`config.mk`:
```
export PLATFORM = sky130hd
export DESIGN_NAME = register_file_writeback
export DESIGN_NICKNAME = d
export VERILOG_FILES = /design/src/rtl/register_file_writeback.sv
export SDC_FILE = /design/constraint.sdc
export NUM_CORES = 2
export LEC_CHECK = 0
export BUFFER_PORTS_ARGS = -buffer_cell sky130_fd_sc_hd__clkbuf_2
export CAP_MARGIN = 40
export CORE_AREA = 5 5 446 448
export CTS_BUF_LIST = sky130_fd_sc_hd__clkbuf_8 sky130_fd_sc_hd__clkbuf_16
export DETAILED_ROUTE_END_ITERATION = 6
export DIE_AREA = 0 0 451 453
export PLACE_DENSITY = 0.76
export SKIP_CTS_REPAIR_TIMING = 1
export SYNTH_ARGS = -nofsm -noshare
export SYNTH_HDL_FRONTEND = slang
export SYNTH_SLANG_ARGS = --single-unit
export TNS_END_PERCENT = 20
```
`constraint.sdc`:
```
create_clock -name clock -period 14.5 [get_ports clock]
set_input_delay 2.9 -clock clock [delete_from_list [all_inputs] [get_ports clock]]
set_output_delay 2.9 -clock clock [all_outputs]
set_load 0.02 [all_outputs]
```
`src/rtl/register_file_writeback.sv`:
```
// Register file with write bypass, a hardwired-zero register 31 and a busy
// scoreboard that tracks registers reserved by in-flight producers.
module register_file_writeback #(
    parameter int DATA_WIDTH = 64,
    parameter int NUM_REGS   = 32
) (
    input  logic                  clock,
    input  logic                  reset_n,
    input  logic                  wr_en,
    input  logic [31:0]           wr_onehot,
    input  logic [DATA_WIDTH-1:0] wr_data,
    input  logic [4:0]            rd_sel_a,
    input  logic [4:0]            rd_sel_b,
    output logic [DATA_WIDTH-1:0] rd_data_a,
    output logic [DATA_WIDTH-1:0] rd_data_b,
    input  logic                  rsv_valid,
    input  logic [4:0]            rsv_sel,
    output logic                  busy_a,
    output logic                  busy_b,
    output logic [5:0]            busy_count,
    output logic                  onehot_err
);

    localparam logic [4:0] ZERO_REG = 5'd31;

    logic [DATA_WIDTH-1:0] regs [NUM_REGS];
    logic [31:0]           busy;
    logic [31:0]           busy_next;
    logic [31:0]           rsv_mask;
    logic [4:0]            wr_idx;
    logic [5:0]            count_next;
    logic                  single_hot;
    logic                  wr_valid;
    logic                  wr_store;

    assign single_hot = (wr_onehot != '0) && ((wr_onehot & (wr_onehot - 32'd1)) == '0);
    assign wr_valid   = wr_en && single_hot;
    // A valid write to register 31 is accepted (no error) but never stored.
    assign wr_store   = wr_valid && !wr_onehot[31];

    always_comb begin
        // NOTE: every combinational output gets a default before any branch,
        // otherwise an unassigned path infers a latch.
        wr_idx = '0;
        for (int i = 0; i < 32; i++) begin
            if (wr_onehot[i]) wr_idx = 5'(i);
        end
    end

    always_comb begin
        rsv_mask = '0;
        if (rsv_valid && rsv_sel != ZERO_REG) rsv_mask[rsv_sel] = 1'b1;
    end

    // Clear by the write first, then set by the reservation: the newer producer wins.
    assign busy_next = (busy & ~(wr_valid ? wr_onehot : 32'd0)) | rsv_mask;

    always_comb begin
        count_next = '0;
        for (int i = 0; i < 32; i++) begin
            count_next = count_next + 6'(busy_next[i]);
        end
    end

    assign rd_data_a = (rd_sel_a == ZERO_REG)               ? '0      :
                       (wr_store && wr_idx == rd_sel_a)     ? wr_data :
                                                              regs[rd_sel_a];
    assign rd_data_b = (rd_sel_b == ZERO_REG)               ? '0      :
                       (wr_store && wr_idx == rd_sel_b)     ? wr_data :
                                                              regs[rd_sel_b];

    assign busy_a = busy[rd_sel_a] && !(wr_valid && wr_onehot[rd_sel_a]);
    assign busy_b = busy[rd_sel_b] && !(wr_valid && wr_onehot[rd_sel_b]);

    always_ff @(posedge clock) begin
        if (!reset_n) begin
            // NOTE: the whole array is reset because reads of never-written
            // registers must return 0, not X.
            for (int i = 0; i < NUM_REGS; i++) regs[i] <= '0;
            busy       <= '0;
            busy_count <= '0;
            onehot_err <= 1'b0;
        end else begin
            // NOTE: sequential state uses non-blocking assignments so every
            // register samples pre-edge values regardless of statement order.
            if (wr_store) regs[wr_idx] <= wr_data;
            busy       <= busy_next;
            busy_count <= count_next;
            if (wr_en && !single_hot) onehot_err <= 1'b1;
        end
    end

endmodule
```
==> metrics.txt <==
Storage cell area 0.0623 sq mm; Synth Cell Area 0.116 sq mm; largest net degree at the start of global routing 154; core area 0.194 sq mm; # fillers 12900; vias post-DR 79900; Period Utilization, post-route 71.1%; #FFs+latches synth 2087; synth warn 0; vias in the first global route 80600; Vias/cell 8.07; Nets 7321; Main synth FF type edfxtp_1; Hold Crit Endpoint busy[31]$_SDFF_PN0_; grt ovf 0; min-delay src busy[31]$_SDFF_PN0_; worst skew pair latency 0.89 ns; Worst EP required 11.60 ns; top post-synthesis cells by area edfxtp_1, mux4_2, and2_1; CP endpoint kind output pin; post-synth top area share 53.1%; Worst Hold Path Cells 1; max-slew violation count 0; Highest Clock Rate 97.0 MHz; hold crit path type flip-flop to flip-flop; Die Wd 451 um; wire length of the first global-routing pass 580 mm; fraction of layout cells with a size suffix above 1 30.4%; TritonRoute pass-1 iters 7; Max VDD drop 0.0000974 V; RSZ-0062 raised after global routing no; CTS Buffer Depth 3; clock skew 0.0123 ns; CTS tree built; final setup TNS 0 ns; Final Routed Wirelength 409 mm; area of the multi-input gates 0.0497 sq mm; DRC viols 3; Final min period 10.31 ns; total clock sinks 2087; I/O Buffers 251; adder-cell share of the synthesized area 0.499%; WL/cell 41.3 um; worst slew pin tran 1.16 ns; CP startpoint wr_onehot[20]; clock root cell clkbuf_16; max_cap viols 0; post-route ant nets 0; DP Worst Slack 4.02 ns; most instantiated cells after synthesis edfxtp_1, mux4_2, and2_1; final RePlAce weighted congestion 0.871; Finish-stage setup viols 0; Yosys top cell by area edfxtp_1; violations in the final reports DRC; initial core utilization 59.6%; startpoint type of the worst setup path input port; R2R depth 18; clk slew on worst S/H paths 0.06 ns; I/O pin total 252; Post-Syn Instances 7409; Worst EP arrival 7.41 ns; FF-to-FF setup slack 9.40 ns; largest family of logic cells by synthesized area multiplexers; xor and xnor area share after synthesis 0.0757%; Post-synth ARST share 0%; slew margin rel. 22.6%; H-tree levels 4; DR iter-0 viols 14300; status complete, but fails checks; die height 453 um; Num CTS Buffers 209; final worst setup slack 4.19 ns; hpwl dp 228 mm; post-synthesis mux area share 26.9%; Netlist cell types 61; Final Hold Fails 0; area grow syn2layout 9.67%; antenna violations before repair 23; critical path fanouts, max 51; number of flops mapped to enable cells by yosys 2048; Cell Rows 162; Synth Area per Inst 15.6 sq um; crit path kind input port to output pin; top-count cell post-synth edfxtp_1; GRT Util Overall 39.8%; Compound-Gate Fraction of Synth Area 1.73%; register area share after synthesis 53.8%; die area 0.204 sq mm; Power Dens Cells 114 mW/mm^2; Pleak 41.3 nW; FF-to-FF End busy_count[4]$_SDFF_PN0_; Synth Area in Simple Gates 13.1%; reg-to-reg startpoint busy[23]$_SDFF_PN0_
==> flip-flops by register name, indices dropped and copies added (netlist names) <==
signal      count
busy_count      6
regs         2048
onehot_err      1
busy           32
==> report_power, final <==
group / internal [mW] / total (mW) / switching [mW]
Sequential: 6.92 / 7.08 / 0.160
Clock: 2.98 / 5.41 / 2.43
Combinational: 0.844 / 1.99 / 1.15
==> kinds of logic (layout without fill, tap and decap cells) <==
family,Yosys count,count (layout)
buffers and inverters,1105,982
muxes,1456,1456
adders and majority gates,32,32
AOI/OAI and AO/OA,271,271
other,1,74
xor gates and xnor gates,10,10
and+or+nand+nor,2447,2447
DFF,2087,2087
==> routing by layer <==
| layer | wire, um | vias to the layer above | track usage, % |
|---|---|---|---|
| met2 | 185000 | 8416 | 59.8 |
| li1 | - | 29500 | - |
| met3 | 65600 | 1892 | 12.8 |
| met1 | 125000 | 40100 | 50.2 |
| met5 | 208 | - | 0.303 |
| met4 | 33700 | 14 | 26.4 |
==> worst max-delay path by stage <==
stage / cells after the start / endpoint
5_1_grt: 12 / rd_data_a[46]
4_1_cts: 12 / rd_data_a[39]
3_3_place_gp: 27 / busy_count[4]$_SDFF_PN0_
3_5_place_dp: 27 / busy_count[4]$_SDFF_PN0_
6_report: 12 / rd_data_a[55]
2_1_floorplan: 12 / regs[24][0]$_SDFFCE_PN0P_
==> placed cells by master, fill, tap and decap left out, drive strengths merged, types with 64 or more instances in the layout <==
master | Yosys | routed
nand2 | 113 | 113
a31oi | 65 | 65
mux4 | 1312 | 1312
clkbuf | 741 | 453
nand2b | 90 | 90
edfxtp | 2048 | 2048
nor3 | 84 | 84
inv | 99 | 154
clkinv | 0 | 93
and2 | 1285 | 1285
conb | 1 | 64
and4 | 64 | 64
mux2i | 76 | 76
nor4 | 738 | 738
o211ai | 72 | 72
buf | 265 | 257
mux2 | 68 | 68
==> through the flow <==
stage	power [mW]	instance area, sq um	utilization (%)	hold slack (ns)	instances
after global placement	9.04	118000	61.0	0.494	9434
final	14.5	127000	65.4	0.519	9901
after global routing	14.8	127000	65.4	0.546	9893
after detailed placement	9.13	120000	61.9	0.506	9506
after floorplan	8.41	116000	-	0.481	7472
after CTS	14.4	127000	65.4	0.516	9891
==> area by class of cell <==
type / count / area share (%)
well taps: 2542 / 2.51
clock inverters: 173 / 1.13
diodes: 10 / 0.0197
repair buffers: 498 / 3.67
inverters: 99 / 0.297
clock buffers: 212 / 4.16
multi-input cells: 4280 / 39.1
flip-flops and latches: 2087 / 49.1
==> critical path, stage by stage <==
cell,delay [ns]
clkbuf_2,0.17
nor4_1,0.86
nand3_1,0.22
a31oi_1,0.83
xnor2_1,0.15
nor3_2,0.19
buf_4,0.51
buf_4,0.60
buf_12,0.34
a31oi_1,0.13
nor3_1,0.22
clkbuf_2,0.22
Note: power is estimated with default switching activity, not from simulation.
